## src/rtl/pipe_hazard_ctrl.sv

```systemverilog
// Pipeline hazard controller: forwarding, load-use stalls, mul/div sequencing.
// Optional HAZ_PERF_EN adds a 32-bit stall cycle counter output.
module pipe_hazard_ctrl #(
   parameter int MUL_LAT = 4,
   parameter int DIV_LAT = 32,
   parameter int CNT_W   = 6
) (
   input  logic       clk,
   input  logic       clrn,
   input  logic [4:0] rs,
   input  logic [4:0] rt,
   input  logic       use_rs,
   input  logic       use_rt,
   input  logic       d_muldiv,
   input  logic       d_isdiv,
   input  logic       d_mfhilo,
   input  logic       ewreg,
   input  logic [1:0] em2reg,
   input  logic [4:0] ern,
   input  logic       mwreg,
   input  logic [1:0] mm2reg,
   input  logic [4:0] mrn,
   output logic [1:0] fwda,
   output logic [1:0] fwdb,
   output logic       wpcir,
   output logic       bubble,
   output logic       md_start,
   output logic       md_div,
   output logic       md_busy,
`ifdef HAZ_PERF_EN
   output logic       hilo_we,
   output logic [31:0] stall_cnt
`else
   output logic       hilo_we
`endif
);

   localparam logic [0:0] S_IDLE = 1'b0;
   localparam logic [0:0] S_BUSY = 1'b1;
   localparam logic [CNT_W-1:0] MUL_INI = CNT_W'(MUL_LAT - 1);
   localparam logic [CNT_W-1:0] DIV_INI = CNT_W'(DIV_LAT - 1);
   localparam logic [CNT_W-1:0] ONE     = CNT_W'(1);

   logic [0:0]       state_q, state_d;
   logic [CNT_W-1:0] cnt_q, cnt_d;
   logic             md_start_q, md_start_d;
   logic             md_div_q, md_div_d;
   logic             lu, ms, stall;

   function automatic logic [1:0] fwd_sel(input logic [4:0] r);
      logic [1:0] sel;
      sel = 2'b00;
      if (ewreg && ern != 5'd0 && ern == r && em2reg != 2'b01)
         sel = 2'b01;
      else if (mwreg && mrn != 5'd0 && mrn == r)
         sel = (mm2reg == 2'b01) ? 2'b11 : 2'b10;
      return sel;
   endfunction

   always_comb begin
      fwda = fwd_sel(rs);
      fwdb = fwd_sel(rt);
   end

   always_comb begin
      lu = ewreg && em2reg == 2'b01 && ern != 5'd0 &&
           ((use_rs && ern == rs) || (use_rt && ern == rt));
      ms     = md_busy && (d_muldiv || d_mfhilo);
      stall  = lu || ms;
      wpcir  = ~stall;
      bubble = stall;
   end

   assign md_busy  = (state_q == S_BUSY);
   assign hilo_we  = md_busy && cnt_q == '0;
   assign md_start = md_start_q;
   assign md_div   = md_div_q;

   // A mul/div held back by a load-use stall is retried on a later cycle.
   always_comb begin
      state_d    = state_q;
      cnt_d      = cnt_q;
      md_start_d = 1'b0;
      md_div_d   = md_div_q;
      case (state_q)
         S_IDLE: begin
            if (d_muldiv && !lu) begin
               state_d    = S_BUSY;
               cnt_d      = d_isdiv ? DIV_INI : MUL_INI;
               md_start_d = 1'b1;
               md_div_d   = d_isdiv;
            end
         end
         S_BUSY: begin
            if (cnt_q != '0)
               cnt_d = cnt_q - ONE;
            else
               state_d = S_IDLE;
         end
         default: state_d = S_IDLE;
      endcase
   end

   always_ff @(posedge clk) begin
      if (!clrn) begin
         state_q    <= S_IDLE;
         cnt_q      <= '0;
         md_start_q <= 1'b0;
         md_div_q   <= 1'b0;
      end else begin
         state_q    <= state_d;
         cnt_q      <= cnt_d;
         md_start_q <= md_start_d;
         md_div_q   <= md_div_d;
      end
   end

`ifdef HAZ_PERF_EN
   logic [31:0] stall_cnt_q, stall_cnt_d;

   always_comb begin
      stall_cnt_d = stall ? stall_cnt_q + 32'd1 : stall_cnt_q;
   end

   always_ff @(posedge clk) begin
      if (!clrn)
         stall_cnt_q <= '0;
      else
         stall_cnt_q <= stall_cnt_d;
   end

   assign stall_cnt = stall_cnt_q;
`endif

endmodule

```

## config.mk

```make
export PLATFORM = sky130hd
export DESIGN_NAME = pipe_hazard_ctrl
export DESIGN_NICKNAME = d
export VERILOG_FILES = /design/src/rtl/pipe_hazard_ctrl.sv
export SDC_FILE = /design/constraint.sdc
export NUM_CORES = 1
export LEC_CHECK = 0
export BUFFER_PORTS_ARGS = -buffer_cell sky130_fd_sc_hd__buf_2
export CAP_MARGIN = 20
export CORE_UTILIZATION = 40
export CTS_BUF_LIST = sky130_fd_sc_hd__clkbuf_4
export DETAILED_ROUTE_END_ITERATION = 6
export GPL_ROUTABILITY_DRIVEN = 0
export GPL_TIMING_DRIVEN = 0
export PLACE_DENSITY = 0.82
export RECOVER_POWER = 100
export SYNTH_ARGS = -nofsm -noshare
export SYNTH_HDL_FRONTEND = slang
export SYNTH_SLANG_ARGS = --single-unit
```

## constraint.sdc

```tcl
create_clock -name clk -period 1.85 [get_ports clk]
set_input_delay 0.2775 -clock clk [delete_from_list [all_inputs] [get_ports clk]]
set_output_delay 0.2775 -clock clk [all_outputs]
set_load 0.02 [all_outputs]
```

Word-level counts from Yosys, hierarchy flattened
Index checks and enable logic that the tools add are counted.
Widths: inputs -> output; s select.
{ "word_totals": {"regBits": 9, "latchBits": 0, "mem_bits_rw": 0, "rom_bits": 0, "elab_cells": 56, "memories": 0} }
{ "classes": {"n_addsub": 1, "mul": 0, "div": 0, "n_lt_le_gt_ge": 0, "eq_ne": 9, "shifts": 0, "mux": 12, "bitwise": 3, "n_reduce_logical": 27} }
{ "op_table": {"columns": ["cell", "count"], "rows": [
  ["$eq 5x5->1", 4],
  ["$logic_and 1x1->1", 16],
  ["$mux 6", 2],
  ["$pmux 6 s2", 1],
  ["$reduce_bool 5->1", 2],
  ["$mux 2", 4],
  ["$logic_not 6->1", 1],
  ["$reduce_bool 6->1", 1],
  ["$sub 6x1->6 const B", 1],
  ["$mux 5", 1],
  ["$eq 2x1->1 const B", 2],
  ["$ne 2x1->1 const B", 2],
  ["$reduce_and 2->1", 2],
  ["$logic_or 1x1->1", 3],
  ["$mux 1", 3],
  ["$not 1->1", 3],
  ["$ne 2x2->1 const B", 1],
  ["$pmux 1 s2", 1],
  ["$reduce_or 2->1", 1],
  ["$logic_not 1->1", 1]
]} }

Logic depth before layout (Yosys ltp)
{ "depth": {"depth_word": 8, "depth_mapped": 8, "depth_no_buf": 8} }

Worst setup path before layout
No wires, ideal clock.
{ "synth_path": {"path_kind": "input to output", "start": "input port ern[0]", "end": "output port bubble", "arrival_ps": 1467, "path_slack_ps": 106, "cell_stages": 6, "cell_sequence": "or4_1 > o21ai_2 > nor2_1 > o21ai_2 > and2_1 > inv_1"} }
{ "synth_via": {"elab_chain_len": 5, "elab_cells_between_ends": 9} }
{ "synth_rtl": {"columns": ["element", "line_no", "source"], "rows": [
  ["start: declaration", "19", "input logic [4:0] ern,"],
  ["$eq 5x5->1", "67", "((use_rs && ern == rs) || (use_rt && ern == rt));"],
  ["$logic_and 1x1->1", "67", null],
  ["$logic_or 1x1->1", "67", null],
  ["$logic_and 1x1->1 (*)", "66", "lu = ewreg && em2reg == 2'b01 && ern != 5'd0 &&"],
  ["$logic_or 1x1->1 (*)", "69", "stall = lu || ms;"],
  ["end: declaration", "26", "output logic bubble,"]
]} }
Mark *: on every way between the ends. The rest lies on a longest branch, timed or not.

Worst setup path in the final report
{ "layout_path": {"start": "input port ern[3]", "end": "output port fwdb[1]"} }
{ "layout_via": {"elab_chain_len": 5, "elab_cells_between_ends": 6} }
{ "layout_rtl": {"columns": ["element", "line_no", "source"], "rows": [
  ["$reduce_bool 5->1", "53", "if (ewreg && ern != 5'd0 && ern == r && em2reg != 2'b01)"],
  ["$logic_and 1x1->1", "53", null],
  ["$logic_and 1x1->1 (*) (2 in series)", "53", null],
  ["$mux 2 (*)", "53", null],
  ["end: declaration", "24", "output logic [1:0] fwdb,"]
]} }
Marks and branches as above.

==> flow_summary.ini <==
[run_status]
status = complete, but fails checks
violations = design-rule violations, negative setup slack

[place]
port_buffers = 42
placed_cells = 177
pre_cts_ws_ps = -214.3
place_hpwl_mm = 1.764

[logic_synthesis]
synth.distinct_cells = 32
synth_edf_count = 0
synth_seq_cells = 9
yosys.area.top_type_share = 0.2159
synth_area_leaders = dfxtp_1 22%, xor2_1 13%, xnor2_1 8.4%
async_flop_share = 0
synth_warnings = 0
synth_cells = 108
syn_nets = 142
syn_area_per_cell_um2 = 7.727
synth_top_area_cell = dfxtp_1
synth-main-ff-cell = dfxtp_1
seq_area_frac_synth = 0.2159
mappedNetlistArea_um2 = 834.6

[floorplanning]
start_util = 0.4254
die_area_um2 = 2273
ioPinCount = 43
die_h_um = 47.68
die_w_um = 47.68
coreArea_um2 = 1962
rows = 16

[global_routing]
grt_pass1_vias = 758
grt_util_all_layers = 0.1912
grt-ovfl-total = 0
antenna_found_initial = 0
grt_pass1_wl_mm = 3.042
grt_max_degree = 11

[final_layout]
fillers = 176
fin_nets = 193
syn2layout_area_growth_pct = 51.72
layout.cells.non_filler = 185
final_common_cell = buf_2
final_cell_mix = 32 x buf_2, 12 x xor2_1, 12 x nand2_1
multi_input_area_um2 = 721.9
diodes = 0
post_route_cells_drive_above_1_share = 0.4367
postLayoutCoreUtil = 0.6454
ff_latch_area_um2 = 180.2

[setup_path]
crit_type = in2out
rrSetupSlack_ps = 90
cp_max_fo = 4
end_kind = output port
worstPathRequired_ps = 1570
start_kind = input pin
cp.arrival_ps = 1580

[clocking]
cts_hold_buf = 0
numClockSinks = 9
htreeDepth = 1
numCtsBuffers = 3
cts_tree = built
clockRootBuffer = clkbuf_4
clockBufferDepth = 2
clkSlewWorstSetupHoldPaths_ps = 60
insertion_delay_ps = 270

[detailed_routing]
dr.pass1.iters = 6
ant_nets = 0
drtIter0Drc = 30
num_vias = 1001
wl_per_cell_um = 12.97
via_per_inst = 5.411
drc = 1
detail_route.wirelength_mm = 2.400

[sta]
slew_viol_final = 0
layout_setup_ws_ps = -10.34
fin_crit_ps = 1860
slew_headroom = 0.7015
finClkSkew_ps = 8.223
fmax_mhz = 537.5
setup_viol = 1
grt_setup_unrepaired = yes
finalHoldViolations = 0
fin_crit_sh = 1.006
worst_pin_slew_ps = 446.7

[pwr]
combPwrFrac = 0.441
power.internal_mw = 0.4732
power_density_nw_per_um2 = 590.3
total_power_mw = 0.7475
switchingPower_mw = 0.2742
pwr-share-seq = 0.331
peakVddDrop_mv = 0.4061
switching_share = 0.3669
power_frac_clock = 0.228
p_leak_nw = 0.5567

[min_path]
hold_class = in2reg

[flow_run]
drv_cap = 0
==> path summary, 6_finish.rpt <==
check / depth (start not counted) / endpoint / from
worst min-delay path: 3 / md_div / d_isdiv
worst min register to register: 2 / md_div / md_div
worst max-delay path: 7 / fwdb[1] / ern[3]
worst max register to register: 8 / cnt_q[0] / cnt_q[1]
==> synth_stat cells (all sizes together) (3+ instances only) <==
cell    count
o32ai       3
dfxtp       9
nor3        3
xor2       12
nor4        3
xnor2       8
inv         5
nand2b      6
o21ai       8
nand2      12
and2        3
nor2        8
nand3       5
==> sequential cells by signal (all words and copies together), names as in the netlist <==
register	cells
md_start	1
cnt_q	6
md_busy	1
md_div	1
==> metal layers <==
layer,track usage,share of wire
met5,0,0
met1,0.2170,0.41
met3,0.01132,0.051
met2,0.3644,0.52
met4,0.08333,0.021
==> cell type report <==
| cell class | count | share of cell area |
|---|---|---|
| repair buffers | 46 | 0.2154 |
| well taps | 27 | 0.02668 |
| flip-flops and latches | 9 | 0.1423 |
| multi-input cells | 92 | 0.5702 |
| inverters | 5 | 0.01482 |
| plain buffers | 2 | 0.006917 |
| clock buffers | 4 | 0.02372 |
==> power by group through the flow <==
stage               clock network (mW)  registers (mW)  logic (mW)
finish                           0.171           0.247       0.329
global placement                     0           0.241       0.249
global route                     0.184           0.250       0.356
detailed placement                   0           0.243       0.258
floorplan                            0           0.244       0.161
CTS                              0.171           0.244       0.268
==> critical path: stages <==
cell      delay [ps]
buf_8            100
or4_4            540
o21ai_4          200
nand2b_4         170
nor2_1            50
nor2_1            90
buf_4            150
==> through the flow <==
step	hold WS [ps]	setup TNS (ps)	instance area, µm²
floorplan	419.7	0	834.6
global placement	440.7	-440.3	1079
detailed placement	460.0	-793.8	1079
CTS	281.1	0	1136
global route	286.3	-164.3	1266
finish	283.2	-10.34	1266
==> logic make-up after synthesis <==
| kind of cell | after synthesis | share of synthesized area |
|---|---|---|
| flip-flops | 9 | 0.2159 |
| XOR/XNOR | 20 | 0.2099 |
| buffers and inverters | 7 | 0.03149 |
| AND/OR/NAND/NOR | 49 | 0.3208 |
| multiplexers | 1 | 0.01199 |
| AO/OA/AOI/OAI | 21 | 0.1949 |
| adder cells (fa/ha/maj) | 1 | 0.01499 |
==> what timing repair did <==
| item | CTS | global route |
|---|---|---|
| pin swaps | 0 | 9 |
| setup endpoints to repair | 10 | 11 |
| cloned | 0 | 0 |
| gates resized for setup | 5 | 33 |
| buffers inserted | 0 | 4 |
Power figures use the tool's default switching activity.
